### src/rtl/wb_cdb_arbiter_pkg.sv
// Shared definitions for the writeback / common-data-bus arbiter: default widths,
// enable/true constants and the CDB source encoding.
package wb_cdb_arbiter_pkg;

    localparam int DEF_DATA_W = 32;
    localparam int DEF_ROB_W  = 4;
    localparam int DEF_ADDR_W = 32;
    localparam int DEF_DEPTH  = 2;

    localparam logic ENABLE  = 1'b1;
    localparam logic DISABLE = 1'b0;
    localparam logic TRUE    = 1'b1;
    localparam logic FALSE   = 1'b0;

    typedef enum logic {
        SRC_ALU = 1'b0,
        SRC_LSB = 1'b1
    } cdb_src_e;

    function automatic cdb_src_e other_src(input cdb_src_e s);
        return (s == SRC_ALU) ? SRC_LSB : SRC_ALU;
    endfunction

endpackage

### src/rtl/wb_cdb_arbiter_if.sv
// Bus bundle between ALU/LSB producers, the arbiter and the CDB consumers (ROB, LSB).
// Handshake: a producer's item transfers on a rising edge where x_valid && x_ready && rdy;
// x_valid may be held across cycles and the item must stay stable until it transfers.
interface wb_cdb_arbiter_if
    import wb_cdb_arbiter_pkg::*;
#(
    parameter int DATA_W = DEF_DATA_W,
    parameter int ROB_W  = DEF_ROB_W,
    parameter int ADDR_W = DEF_ADDR_W
);
    logic              rdy;
    logic              clr;

    logic              alu_valid;
    logic              alu_ready;
    logic [ROB_W-1:0]  alu_rob;
    logic [DATA_W-1:0] alu_value;
    logic              alu_jump_s;
    logic [ADDR_W-1:0] alu_jump;

    logic              lsb_valid;
    logic              lsb_ready;
    logic [ROB_W-1:0]  lsb_rob;
    logic [DATA_W-1:0] lsb_value;

    logic              cdb_valid;
    cdb_src_e          cdb_src;
    logic [ROB_W-1:0]  cdb_rob;
    logic [DATA_W-1:0] cdb_value;
    logic              cdb_jump_s;
    logic [ADDR_W-1:0] cdb_jump;

    // Round-robin pointer, exported for observability.
    cdb_src_e          prio;

    modport slave (
        input  rdy, clr,
        input  alu_valid, alu_rob, alu_value, alu_jump_s, alu_jump,
        input  lsb_valid, lsb_rob, lsb_value,
        output alu_ready, lsb_ready,
        output cdb_valid, cdb_src, cdb_rob, cdb_value, cdb_jump_s, cdb_jump,
        output prio
    );

    modport master (
        output rdy, clr,
        output alu_valid, alu_rob, alu_value, alu_jump_s, alu_jump,
        output lsb_valid, lsb_rob, lsb_value,
        input  alu_ready, lsb_ready,
        input  cdb_valid, cdb_src, cdb_rob, cdb_value, cdb_jump_s, cdb_jump,
        input  prio
    );

endinterface

### src/rtl/wb_cdb_arbiter_fifo.sv
// Small per-source result buffer: circular FIFO with synchronous flush and async reset.
// A push while full is ignored even if the same edge pops.
module wb_fifo #(
    parameter int W     = 8,
    parameter int DEPTH = 2
) (
    input  logic                     clk,
    input  logic                     rst,
    input  logic                     push,
    input  logic                     pop,
    input  logic                     flush,
    input  logic [W-1:0]             din,
    output logic [W-1:0]             head,
    output logic [$clog2(DEPTH):0]   count,
    output logic                     empty
);
    localparam int PTR_W = $clog2(DEPTH);
    localparam int CNT_W = PTR_W + 1;

    logic [W-1:0]     mem [DEPTH];
    logic [PTR_W-1:0] rd_ptr;
    logic [PTR_W-1:0] wr_ptr;
    logic             full;
    logic             wr_en;
    logic             rd_en;

    assign full  = (count == CNT_W'(DEPTH));
    assign empty = (count == '0);
    assign wr_en = push && !full;
    assign rd_en = pop && !empty;
    assign head  = mem[rd_ptr];

    // DEPTH is a power of two, so pointers wrap by plain overflow.
    always_ff @(posedge clk or posedge rst) begin
        if (rst) begin
            rd_ptr <= '0;
            wr_ptr <= '0;
            count  <= '0;
        end else if (flush) begin
            rd_ptr <= '0;
            wr_ptr <= '0;
            count  <= '0;
        end else begin
            if (wr_en) wr_ptr <= wr_ptr + PTR_W'(1);
            if (rd_en) rd_ptr <= rd_ptr + PTR_W'(1);
            count <= count + CNT_W'(wr_en) - CNT_W'(rd_en);
        end
    end

    always_ff @(posedge clk) begin
        if (wr_en && !flush) mem[wr_ptr] <= din;
    end

endmodule

### src/rtl/wb_cdb_arbiter.sv
// Common-data-bus arbiter: buffers ALU and load results separately and drives one
// registered CDB beat per cycle, alternating sources round-robin when both are pending.
module wb_cdb_arbiter
    import wb_cdb_arbiter_pkg::*;
#(
    parameter int DATA_W = DEF_DATA_W,
    parameter int ROB_W  = DEF_ROB_W,
    parameter int ADDR_W = DEF_ADDR_W,
    parameter int DEPTH  = DEF_DEPTH
) (
    input  logic            clk,
    input  logic            rst,
    wb_cdb_arbiter_if.slave bus
);
    localparam int ALU_W = ROB_W + DATA_W + 1 + ADDR_W;
    localparam int LSB_W = ROB_W + DATA_W;
    localparam int CNT_W = $clog2(DEPTH) + 1;

    logic [ALU_W-1:0]  alu_head;
    logic [LSB_W-1:0]  lsb_head;
    logic [CNT_W-1:0]  alu_count;
    logic [CNT_W-1:0]  lsb_count;
    logic              alu_empty;
    logic              lsb_empty;
    logic              alu_push;
    logic              lsb_push;
    logic              alu_pop;
    logic              lsb_pop;
    logic              grant_alu;
    logic              grant_lsb;
    logic              active;

    logic [ROB_W-1:0]  alu_h_rob;
    logic [DATA_W-1:0] alu_h_value;
    logic              alu_h_jump_s;
    logic [ADDR_W-1:0] alu_h_jump;
    logic [ROB_W-1:0]  lsb_h_rob;
    logic [DATA_W-1:0] lsb_h_value;

    logic              cdb_valid_q;
    cdb_src_e          cdb_src_q;
    logic [ROB_W-1:0]  cdb_rob_q;
    logic [DATA_W-1:0] cdb_value_q;
    logic              cdb_jump_s_q;
    logic [ADDR_W-1:0] cdb_jump_q;
    cdb_src_e          prio_q;

    // Ready depends only on occupancy and flush, never on what pops this cycle.
    assign bus.alu_ready = (alu_count < CNT_W'(DEPTH)) && !bus.clr;
    assign bus.lsb_ready = (lsb_count < CNT_W'(DEPTH)) && !bus.clr;

    assign active   = bus.rdy && !bus.clr;
    assign alu_push = bus.alu_valid && bus.alu_ready && bus.rdy;
    assign lsb_push = bus.lsb_valid && bus.lsb_ready && bus.rdy;

    assign grant_alu = !alu_empty && (lsb_empty || prio_q == SRC_ALU);
    assign grant_lsb = !lsb_empty && (alu_empty || prio_q == SRC_LSB);
    assign alu_pop   = active && grant_alu;
    assign lsb_pop   = active && grant_lsb;

    assign {alu_h_rob, alu_h_value, alu_h_jump_s, alu_h_jump} = alu_head;
    assign {lsb_h_rob, lsb_h_value} = lsb_head;

    wb_fifo #(.W(ALU_W), .DEPTH(DEPTH)) u_alu_fifo (
        .clk   (clk),
        .rst   (rst),
        .push  (alu_push),
        .pop   (alu_pop),
        .flush (bus.clr),
        .din   ({bus.alu_rob, bus.alu_value, bus.alu_jump_s, bus.alu_jump}),
        .head  (alu_head),
        .count (alu_count),
        .empty (alu_empty)
    );

    wb_fifo #(.W(LSB_W), .DEPTH(DEPTH)) u_lsb_fifo (
        .clk   (clk),
        .rst   (rst),
        .push  (lsb_push),
        .pop   (lsb_pop),
        .flush (bus.clr),
        .din   ({bus.lsb_rob, bus.lsb_value}),
        .head  (lsb_head),
        .count (lsb_count),
        .empty (lsb_empty)
    );

    always_ff @(posedge clk or posedge rst) begin
        if (rst) begin
            cdb_valid_q  <= DISABLE;
            cdb_src_q    <= SRC_ALU;
            cdb_rob_q    <= '0;
            cdb_value_q  <= '0;
            cdb_jump_s_q <= FALSE;
            cdb_jump_q   <= '0;
            prio_q       <= SRC_ALU;
        end else if (bus.clr) begin
            cdb_valid_q <= DISABLE;
            prio_q      <= SRC_ALU;
        end else if (!bus.rdy) begin
            cdb_valid_q <= DISABLE;
        end else if (grant_alu) begin
            cdb_valid_q  <= ENABLE;
            cdb_src_q    <= SRC_ALU;
            cdb_rob_q    <= alu_h_rob;
            cdb_value_q  <= alu_h_value;
            cdb_jump_s_q <= alu_h_jump_s;
            cdb_jump_q   <= alu_h_jump;
            prio_q       <= other_src(SRC_ALU);
        end else if (grant_lsb) begin
            // Loads never redirect fetch, so jump fields are forced clear.
            cdb_valid_q  <= ENABLE;
            cdb_src_q    <= SRC_LSB;
            cdb_rob_q    <= lsb_h_rob;
            cdb_value_q  <= lsb_h_value;
            cdb_jump_s_q <= FALSE;
            cdb_jump_q   <= '0;
            prio_q       <= other_src(SRC_LSB);
        end else begin
            cdb_valid_q <= DISABLE;
        end
    end

    assign bus.cdb_valid  = cdb_valid_q;
    assign bus.cdb_src    = cdb_src_q;
    assign bus.cdb_rob    = cdb_rob_q;
    assign bus.cdb_value  = cdb_value_q;
    assign bus.cdb_jump_s = cdb_jump_s_q;
    assign bus.cdb_jump   = cdb_jump_q;
    assign bus.prio       = prio_q;

endmodule

### src/flat_wrapper.sv
// flat-port wrapper written by rule: the top's interface ports become plain ports
module wb_cdb_arbiter_flat import wb_cdb_arbiter_pkg::*;
#(
    parameter int DATA_W = DEF_DATA_W,
    parameter int ROB_W  = DEF_ROB_W,
    parameter int ADDR_W = DEF_ADDR_W,
    parameter int DEPTH  = DEF_DEPTH
)
  (clk, rst, bus_rdy, bus_clr, bus_alu_valid, bus_alu_rob, bus_alu_value, bus_alu_jump_s, bus_alu_jump, bus_lsb_valid, bus_lsb_rob, bus_lsb_value, bus_alu_ready, bus_lsb_ready, bus_cdb_valid, bus_cdb_src, bus_cdb_rob, bus_cdb_value, bus_cdb_jump_s, bus_cdb_jump, bus_prio);
  wb_cdb_arbiter_if #(.DATA_W(DATA_W), .ROB_W(ROB_W), .ADDR_W(ADDR_W)) bus_i ();
  input  logic clk;
  input  logic rst;
  input wire logic [$bits(bus_i.rdy)-1:0] bus_rdy;
  input wire logic [$bits(bus_i.clr)-1:0] bus_clr;
  input wire logic [$bits(bus_i.alu_valid)-1:0] bus_alu_valid;
  input wire logic [$bits(bus_i.alu_rob)-1:0] bus_alu_rob;
  input wire logic [$bits(bus_i.alu_value)-1:0] bus_alu_value;
  input wire logic [$bits(bus_i.alu_jump_s)-1:0] bus_alu_jump_s;
  input wire logic [$bits(bus_i.alu_jump)-1:0] bus_alu_jump;
  input wire logic [$bits(bus_i.lsb_valid)-1:0] bus_lsb_valid;
  input wire logic [$bits(bus_i.lsb_rob)-1:0] bus_lsb_rob;
  input wire logic [$bits(bus_i.lsb_value)-1:0] bus_lsb_value;
  output wire logic [$bits(bus_i.alu_ready)-1:0] bus_alu_ready;
  output wire logic [$bits(bus_i.lsb_ready)-1:0] bus_lsb_ready;
  output wire logic [$bits(bus_i.cdb_valid)-1:0] bus_cdb_valid;
  output wire logic [$bits(bus_i.cdb_src)-1:0] bus_cdb_src;
  output wire logic [$bits(bus_i.cdb_rob)-1:0] bus_cdb_rob;
  output wire logic [$bits(bus_i.cdb_value)-1:0] bus_cdb_value;
  output wire logic [$bits(bus_i.cdb_jump_s)-1:0] bus_cdb_jump_s;
  output wire logic [$bits(bus_i.cdb_jump)-1:0] bus_cdb_jump;
  output wire logic [$bits(bus_i.prio)-1:0] bus_prio;
  assign bus_i.rdy = bus_rdy;
  assign bus_i.clr = bus_clr;
  assign bus_i.alu_valid = bus_alu_valid;
  assign bus_i.alu_rob = bus_alu_rob;
  assign bus_i.alu_value = bus_alu_value;
  assign bus_i.alu_jump_s = bus_alu_jump_s;
  assign bus_i.alu_jump = bus_alu_jump;
  assign bus_i.lsb_valid = bus_lsb_valid;
  assign bus_i.lsb_rob = bus_lsb_rob;
  assign bus_i.lsb_value = bus_lsb_value;
  assign bus_alu_ready = bus_i.alu_ready;
  assign bus_lsb_ready = bus_i.lsb_ready;
  assign bus_cdb_valid = bus_i.cdb_valid;
  assign bus_cdb_src = bus_i.cdb_src;
  assign bus_cdb_rob = bus_i.cdb_rob;
  assign bus_cdb_value = bus_i.cdb_value;
  assign bus_cdb_jump_s = bus_i.cdb_jump_s;
  assign bus_cdb_jump = bus_i.cdb_jump;
  assign bus_prio = bus_i.prio;
  wb_cdb_arbiter #(.DATA_W(DATA_W), .ROB_W(ROB_W), .ADDR_W(ADDR_W), .DEPTH(DEPTH)) u_core (.clk(clk), .rst(rst), .bus(bus_i));
endmodule
### config.mk
export PLATFORM = sky130hd
export DESIGN_NAME = wb_cdb_arbiter_flat
export DESIGN_NICKNAME = d
export VERILOG_FILES = /design/src/rtl/wb_cdb_arbiter_pkg.sv /design/src/rtl/wb_cdb_arbiter_if.sv /design/src/rtl/wb_cdb_arbiter_fifo.sv /design/src/rtl/wb_cdb_arbiter.sv /design/src/flat_wrapper.sv
export SDC_FILE = /design/constraint.sdc
export NUM_CORES = 1
export LEC_CHECK = 0
export ABC_AREA = 1
export ABC_CLOCK_PERIOD_IN_PS = 5250
export BUFFER_PORTS_ARGS = -buffer_cell sky130_fd_sc_hd__clkbuf_2
export CAP_MARGIN = 20
export CORE_MARGIN = 5
export CORE_UTILIZATION = 30
export DETAILED_ROUTE_END_ITERATION = 8
export HOLD_SLACK_MARGIN = 0.05
export PLACE_DENSITY = 0.49
export SLEW_MARGIN = 30
export SYNTH_ARGS = -nofsm -noshare
export SYNTH_HDL_FRONTEND = slang
export SYNTH_SLANG_ARGS = --single-unit
### constraint.sdc
create_clock -name clk -period 5.25 [get_ports clk]
set_input_delay 0.2625 -clock clk [delete_from_list [all_inputs] [get_ports clk]]
set_output_delay 0.2625 -clock clk [all_outputs]
set_load 0.05 [all_outputs]
---- Word-level counts from Yosys, hierarchy flattened ----
Memories as Yosys holds them, arrays and structs flattened.
Index checks and enable logic that the tools add are counted.
storage, ports and cells
  bits in registers ....................... 80
  memories kept ........................... 2
  bits of input ports ..................... 111
  word-level logic and storage cells ...... 95
  memory bits (writable) .................. 210
memory list
  name                   words  width  read ports  clocked after Yosys merged registers in  wr ports  RTL line                   source
  u_core.u_alu_fifo.mem  2      69     1           0                                        1         wb_cdb_arbiter_fifo.sv:20  logic [W-1:0] mem [DEPTH];
  u_core.u_lsb_fifo.mem  2      36     1           0                                        1         wb_cdb_arbiter_fifo.sv:20
operators by class
  bitwise gates (word level) .............. 2
  equality and inequality tests ........... 2
  order comparisons ....................... 2
  $add $sub $neg .......................... 8
  reduce and logical (&&, ||, !) cells .... 35
  multiplexer cells ....................... 31
operators with widths
  operator                                    count
  two-way mux 32 bit                          4
  two-way mux 1 bit                           23
  logical AND 1 bit                           17
  nonzero test 2 bit                          6
  two-way mux 4 bit                           2
  logical NOT 1 bit                           5
  adder 1 bit, second input constant          4
  adder 2 x 1 -> 2 bit                        2
  equality test 2 bit, second input constant  2
  logical NOT 2 bit                           2
  < comparator 2 bit, second input constant   2
  two-way mux 2 bit                           2
  subtractor 2 x 1 -> 2 bit                   2
  AND reduction 3 bit                         1
  nonzero test 3 bit                          1
  logical OR 1 bit                            2
  NOT 1 bit                                   2
  AND reduction 2 bit                         1

---- Longest topological paths before layout ----
Gate-level depths: netlist of run 1.
  depth in word-level cells ............... 8
  depth in mapped cells ................... 12
  depth with buffers taken out ............ 11

---- By module ----
A second synthesis of run 1 with hierarchy kept.
second synthesis, totals
  cells, all modules ...................... 1,087
  area total of the unflattened synthesis .. 11,813.8 um^2
modules (own cells, without submodules)
  module                        seq. area each (um^2)  cells each  area each (um^2)  instances
  wb_fifo at u_core.u_alu_fifo  4,244.1                396         5,326.4           1
  wb_cdb_arbiter                1,801.7                468         3,601.0           1
  wb_fifo at u_core.u_lsb_fifo  2,262.2                223         2,886.5           1

---- Least setup slack after synthesis of run 1 ----
Ideal clock, no wire load.
  path kind ............................... register to register
  start point ............................. register u_core.u_alu_fifo.count[1]
  end point ............................... memory u_core.u_alu_fifo.mem[1][0] (netlist bit), enable pin
  data arrival time ....................... 4.335 ns
  clock period less this slack ............ 4.832 ns
  slack ................................... 0.418 ns
  library setup time ...................... 0.497 ns
  stages on the path, launching flop included .. 4
  path through ............................ dfrtp_1 nor2_1 nand3_1 nor2_1
on the way
  longest elaborated chain between the ends .. 8
  elaborated cells on any way between the ends .. 10
  classes of those cells .................. 1 x order compare; 1 x eq/ne; 2 x mux; 6 x reduce/logical
ends and longest elaborated chain
  item                                     RTL line                   source
  from (decl)                              wb_cdb_arbiter_fifo.sv:14  output logic [$clog2(DEPTH):0] count,
  from (signal assigned)                   wb_cdb_arbiter_fifo.sv:46  count <= count + CNT_W'(wr_en) - CNT_W'(rd_en);
  < comparator 2 bit                       wb_cdb_arbiter.sv:49       assign bus.alu_ready = (alu_count < CNT_W'(DEPTH)) && !bus.clr;
  logical AND 1 bit                        wb_cdb_arbiter.sv:49
  named net bus_alu_ready                  flat_wrapper.sv:23         output wire logic [$bits(bus_i.alu_ready)-1:0] bus_alu_ready;
  logical AND 1 bit (2 in series)          wb_cdb_arbiter.sv:53       assign alu_push = bus.alu_valid && bus.alu_ready && bus.rdy;
  logical AND 1 bit                        wb_cdb_arbiter_fifo.sv:29  assign wr_en = push && !full;
  logical AND 1 bit                        wb_cdb_arbiter_fifo.sv:51  if (wr_en && !flush) mem[wr_ptr] <= din;
  two-way mux 1 bit                        wb_cdb_arbiter_fifo.sv:51
  two-way mux 1 bit (not written as such)  wb_cdb_arbiter_fifo.sv:51
  to (decl)                                wb_cdb_arbiter_fifo.sv:20
The timed path passes the listed nets, and every way through them passes these cells.

---- Worst setup path in the final report of run 1 ----
  start point ............................. input port bus_clr
  end point ............................... register u_core.u_alu_fifo.count[1]
on the way
  longest elaborated chain between the ends .. 8
  elaborated cells on any way between the ends .. 11
  classes of those cells .................. 2 x add/sub; 1 x mux; 8 x reduce/logical
ends and longest elaborated chain
  item                             RTL line                                    source
  from (decl)                      flat_wrapper.sv:14                          input wire logic [$bits(bus_i.clr)-1:0] bus_clr;
  logical NOT 1 bit                wb_cdb_arbiter.sv:49, wb_cdb_arbiter.sv:52
  logical AND 1 bit                wb_cdb_arbiter.sv:49
  logical AND 1 bit (2 in series)  wb_cdb_arbiter.sv:53
  logical AND 1 bit                wb_cdb_arbiter_fifo.sv:29
  adder 2 x 1 -> 2 bit             wb_cdb_arbiter_fifo.sv:46
  subtractor 2 x 1 -> 2 bit        wb_cdb_arbiter_fifo.sv:46
  two-way mux 2 bit (*)            wb_cdb_arbiter_fifo.sv:39                   end else if (flush) begin
Every way passes the cells marked *; elsewhere a longest branch is shown, timed or not.
A chain may end at the register's enable or synchronous reset.

==> results of run 1 <==
-- worst max-delay path, stage by stage --
cell           delay [ns]
dlygate4sd3_1        0.53
clkbuf_2             0.18
inv_2                0.16
nand2_4              0.10
nor2_8               0.43
nand2_4              0.50
inv_1                0.17
ha_1                 0.24
inv_1                0.05
ha_1                 0.15
nand3_1              0.08
nand2_1              0.06
nor2_1               0.04
-- registers in the layout, indices dropped and copies added, names as in the netlist --
signal	count
u_core.u_alu_fifo.wr_ptr	1
u_core.u_alu_fifo.mem	138
u_core.bus.cdb_valid	1
u_core.bus.prio	1
u_core.bus.cdb_src	1
u_core.bus.cdb_rob	4
u_core.u_alu_fifo.rd_ptr	1
u_core.u_lsb_fifo.count	2
u_core.u_lsb_fifo.mem	72
u_core.bus.cdb_value	32
u_core.u_lsb_fifo.wr_ptr	1
u_core.bus.cdb_jump	32
u_core.u_lsb_fifo.rd_ptr	1
u_core.u_alu_fifo.count	2
u_core.bus.cdb_jump_s	1
-- path summary, 6_finish.rpt --
check	slack, ns	depth (start not counted)	to	from
max	2.67	13	u_core.u_alu_fifo.count[1]	bus_clr
min reg2reg	0.48	2	u_core.bus.cdb_jump[20]	u_core.bus.cdb_jump[20]
min	0.09	3	u_core.u_lsb_fifo.wr_ptr	bus_lsb_valid
max in group asynchronous	3.83	4	u_core.u_alu_fifo.rd_ptr	rst
max reg2reg	2.78	10	u_core.u_alu_fifo.count[1]	u_core.u_alu_fifo.count[1]
min in group asynchronous	0.45	3	u_core.bus.cdb_jump[0]	rst
-- per-layer routing --
metal  track usage  up-vias
met4       0.04457        0
met5             0        -
met2        0.2401      172
met1        0.1798     3682
li1              -     3738
met3       0.02671       42
-- what timing repair did --
action / 4_1_cts / 5_1_grt
hold endpoints to repair: 264 / 0
gates resized for setup: 0 / 0
hold buffers: 107 / 0
-- through the flow --
stage	hold WS, ns	setup slack, ns	utilization	cells
finish	0.08735	2.674	0.3959	1723
global placement	0.4525	2.413	0.3373	1549
CTS	0.05670	2.647	0.3951	1721
detailed placement	0.4554	2.651	0.3382	1550
floorplan	0.3277	0.4183	-	928
global route	0.07408	2.438	0.3959	1723
-- power by group --
group	switching [mW]	internal (mW)	total (mW)
logic	1.38	0.441	1.82
registers	0.206	2.76	2.96
clock network	0.914	1.31	2.22
-- cell usage in the layout (no fill, tap or decap) --
cell	instances
dfrtp_4	1
clkbuf_8	2
clkbuf_16	36
o21ai_2	28
a21oi_1	35
clkinv_2	5
inv_1	43
dfrtp_2	1
nor2_8	1
nor2_2	1
dfrtp_1	78
inv_6	2
inv_4	1
buf_4	6
nor2_1	9
nand2_1	331
buf_16	2
nand2_2	1
clkinv_8	1
nand4_1	2
o21ai_0	1
diode_2	1
nand3_1	115
or2_2	2
dlygate4sd3_1	107
clkbuf_2	184
nand2_4	3
o21ai_1	6
buf_6	1
clkinv_1	2
o21ai_4	2
nor2_4	3
inv_2	5
edfxtp_1	210
ha_1	4
clkbuf_1	17
-- area by class of cell --
type / instances / area [sq um] / area share
Antenna cell: 1 / 2.502 / 0.0001694
Clock inverter: 9 / 61.31 / 0.004150
Multi-Input combinational cell: 544 / 2515 / 0.1703
Clock buffer: 55 / 992.2 / 0.06717
Tap cell: 474 / 593.1 / 0.04015
Timing Repair Buffer: 300 / 2103 / 0.1424
Sequential cell: 290 / 8313 / 0.5628
Inverter: 50 / 191.4 / 0.01296
-- cell families after synthesis --
family,count (synthesis),share of synthesized area
AND/OR/NAND/NOR,468,0.1745
buffers and inverters,94,0.04028
AO/OA/AOI/OAI,72,0.04206
adder cells (fa/ha/maj),4,0.004451
flip-flops,290,0.7388
==> run summary, run 1 <==
Core Box Area: 37310 sq um
pwr dens: 474.2 nW/um^2
vias in the first global route: 7628
clock slew at reported path FFs: 0.05 ns
num rows: 71
Syn Inst Count: 928
wire length per cell: 17.12 microns
total track usage: 0.1399
via/cell ratio: 4.431
Post-synth EDFFs: 210
Worst Path Max Fanout: 37
met2 WL post-DR: 14910 microns
Placed Area: 12620 sq um
top cell type by total area after synthesis: edfxtp_1
Worst setup EP type: flop
initial antenna violation count: 1
WP data required: 5.65 ns
Net Count, Synth: 1043
Static Leak: 6.448 nW
YS warnings: 0
Syn-to-layout area delta: 31.35%
# setup viols final: 0
DRC viols: 0
H-Tree Level Count: 2
Yosys reg bits: 290
Worst setup SP type: input port
distinct cell type count after synthesis: 23
Final TNS setup: 0 ns
Pwr Total: 7.005 mW
final hold vios: 0
fill count: 3628
Worst-Skew Late Latency: 0.52 ns
Max Clock Freq: 388.2 MHz
Initial DRT Pass Iterations: 5
post-synth top area share: 0.5607
Root Buffer: clkbuf_16
top sig layer: met4
Min-Delay Path Class: in2reg
max_slew headroom: 0.3851
Remaining Overflow, GRT: 0
Slew Viols, Final: 0
clk_skew: 0.02283 ns
met1 WL: 12440 microns
peak supply drop: 0.3062 mV
Die Height: 203.6 microns
Clock Tree Buf Depth: 3
number of setup buffers added after CTS: 0
mapped cell area: 11250 sq um
post-layout instance area: 14770 sq um
Slew @ Worst Pin: 0.9224 ns
Initial Util: 0.3014
first-pass GRT wire length: 44880 microns
ANT nets after route: 0
largest net degree at the start of global routing: 72
die area: 41460 sq um
Avg Cell Area, Syn: 12.12 sq um
CP arrival: 2.98 ns
Post-synth ARST share: 0.2759
status: completed
Main synth FF type: edfxtp_1
GPL Wtd Cong: 0.8016
clk sinks: 290
Period Utilization, post-route: 0.4907
top post-synthesis cells by count: 331 x nand2_1, 210 x edfxtp_1, 115 x nand3_1
post-route minimum period: 2.576 ns
metal3 WL: 1437 microns
dpl hpwl: 18180 microns
Ports: 185
Nets: 1336
Post-Route WL: 29500 microns
CTS Buf Count: 35
sequential share of the synthesized area: 0.7388
Vias: 7634
DR iter-0 viols: 371
ranking of synthesized cells by area: edfxtp_1 56%, dfrtp_1 18%, nand2_1 11%, nand3_1 5.1%, o21ai_2 2.3%
share of cells above drive strength 1: 0.2308
Port Buf Inserts: 184
RSZ-0062 raised after global routing: no
count leader, synth: nand2_1
Crit Path Class: in2reg
CTS tree: yes
die width: 203.6 microns
max cap viols: 0
Power figures use the tool's default switching activity.
==> run 2, diff against run 1 <==
--- a/config.mk
+++ b/config.mk
@@ -6,7 +6,7 @@
 export NUM_CORES = 1
 export LEC_CHECK = 0
 export ABC_AREA = 1
-export ABC_CLOCK_PERIOD_IN_PS = 5250
+export ABC_CLOCK_PERIOD_IN_PS = 2600
 export BUFFER_PORTS_ARGS = -buffer_cell sky130_fd_sc_hd__clkbuf_2
 export CAP_MARGIN = 20
 export CORE_MARGIN = 5
==> constraint.sdc (replaced) <==
create_clock -name clk -period 2.6 [get_ports clk]
set_input_delay 0.13 -clock clk [delete_from_list [all_inputs] [get_ports clk]]
set_output_delay 0.13 -clock clk [all_outputs]
set_load 0.05 [all_outputs]
==> run 2 against run 1 <==
- global-route usage hardly changed
- sequential share of layout area is 0.49 points lower
- combinational power is 100% higher
- final cell count is 0.52% higher
==> run summary, run 2 (synthesized netlist as in run 1, its figures left out) <==
Slew @ Worst Pin: 0.8626 ns
Static Leak: 6.522 nW
CTS tree: yes
num rows: 71
share of total power in the clock network: 0.322
clock slew at reported path FFs: 0.06 ns
largest net degree at the start of global routing: 71
initial antenna violation count: 2
hold slack: 0.1988 ns
post-layout instance area: 14900 sq um
cts repair resizes: 0
H-Tree Level Count: 2
max_slew headroom: 0.4249
Placed Area: 12700 sq um
ANT nets after route: 0
GPL Wtd Cong: 0.7332
sw frac: 0.3508
# setup viols final: 0
antenna cell count: 0
max reg flops: 138
clk sinks: 290
dpl hpwl: 17910 microns
Crit Path Class: reg2reg
via/cell ratio: 4.458
Syn-to-layout area delta: 32.45%
Core Box Area: 37310 sq um
Clock Tree Buf Depth: 3
post-route minimum period: 1.804 ns
peak supply drop: 0.7839 mV
Initial Util: 0.3014
CTS Buf Count: 34
Core Util, Final: 0.3992
WP data required: 2.74 ns
final hold vios: 0
die width: 203.6 microns
clk_skew: 0.01797 ns
P_sw: 4.997 mW
Initial DRT Pass Iterations: 5
Max Clock Freq: 554.4 MHz
Inst Count DP: 1560
Worst-Skew Late Latency: 0.51 ns
fill count: 3589
Root Buffer: clkbuf_16
Vias: 7721
total track usage: 0.1402
DRC viols: 0
Ports: 185
commonest non-fill, non-tap cell in the layout: nand2_1
leading cell types in the layout, fill and taps excluded: 331 x nand2_1, 210 x edfxtp_1, 184 x clkbuf_2, 115 x nand3_1, 111 x dlygate4sd3_1
pwr dens: 956.3 nW/um^2
largest register by flop count: u_core.u_alu_fifo.mem
Slew Viols, Final: 0
status: completed
Min-Delay Path Class: in2async
combinational group share of total power: 0.260
Regs by FF count: u_core.u_alu_fifo.mem (138), u_core.u_lsb_fifo.mem (72)
first-pass GRT wire length: 45300 microns
wire length per cell: 16.83 microns
max cap viols: 0
Die Height: 203.6 microns
RSZ-0062 raised after global routing: no
Int Pwr: 9.247 mW
share of cells above drive strength 1: 0.2377
vias in the first global route: 7874
die area: 41460 sq um
Final TNS setup: 0 ns
Post-Route WL: 29150 microns
DR iter-0 viols: 421
Worst Path Max Fanout: 36
Remaining Overflow, GRT: 0
Nets: 1348
Worst setup EP type: flop
CP arrival: 1.94 ns
Layout Cells excl Fill: 1732
Worst setup SP type: flop
Port Buf Inserts: 184
Period Utilization, post-route: 0.6938
Reg power frac: 0.418
[run 2: cell count changes in the layout (fill, tap and decap cells not counted), sizes merged]
cell / change
inv: -1
diode: -1
clkinv: -1
clkbuf: -3
clkinvlp: +1
bufinv: +1
dlygate4sd3: +4
buf: +9
[run 2: final timing paths]
| check | end | from | cells past startpoint | slack [ns] |
|---|---|---|---|---|
| min reg2reg | u_core.bus.cdb_jump[20] | u_core.bus.cdb_jump[20] | 2 | 0.48 |
| min in group clk | u_core.u_alu_fifo.mem[0][67] | bus_alu_rob[2] | 2 | 0.35 |
| max in group asynchronous | u_core.bus.cdb_value[16] | rst | 4 | 1.71 |
| max reg2reg | u_core.u_lsb_fifo.mem[1][35] | u_core.u_lsb_fifo.count[1] | 4 | 0.80 |
| max | u_core.u_lsb_fifo.mem[1][35] | u_core.u_lsb_fifo.count[1] | 4 | 0.80 |
| min | u_core.bus.cdb_jump[8] | rst | 3 | 0.20 |
[run 2: power by group through the flow]
| stage | clock network (mW) | registers (mW) | logic, mW |
|---|---|---|---|
| 2_1_floorplan | 0 | 7.65 | 0.958 |
| 3_3_place_gp | 0 | 6.05 | 3.59 |
| 3_5_place_dp | 0 | 6.05 | 3.63 |
| 4_1_cts | 4.77 | 5.97 | 3.77 |
| 5_1_grt | 4.95 | 6.02 | 3.97 |
| 6_report | 4.58 | 5.96 | 3.71 |
[run 2: worst max-delay path: stages (launching register included)]
cell and delay [ns]:
dfrtp_1 0.44, nor2_1 0.20, nand3_1 0.20, nor2_4 0.11, buf_4 0.44
[run 2: layout make-up]
class	count	area [sq um]	area share
clock buffers	52	1010	0.06779
well taps	474	593.1	0.03982
repair buffers	313	2205	0.1480
flip-flops and latches	290	8309	0.5578
multi-input cells	544	2515	0.1688
clock inverters	9	70.07	0.004704
inverters	50	193.9	0.01302
[run 2: per-layer routing]
metal / share of wire / global-route usage / vias up
met5: 0.00086 / 0 / -
met4: 0.021 / 0.03854 / 4
met3: 0.046 / 0.02799 / 45
met2: 0.49 / 0.2386 / 170
met1: 0.44 / 0.1839 / 3741
li1: - / - / 3761
[run 2: timing repair]
item	4_1_cts	5_1_grt
hold buffers	111	0
endpoints found under the hold margin	240	0
setup buffers	0	0
[run 2: per-stage QoR]
step / worst slack (ns) / total power [mW]
after detailed placement: 0.7926 / 9.676
final: 0.7961 / 14.24
after floorplan: 0.09987 / 8.611
after global placement: 0.8512 / 9.645
after CTS: 0.7880 / 14.50
after global routing: 0.6817 / 14.95
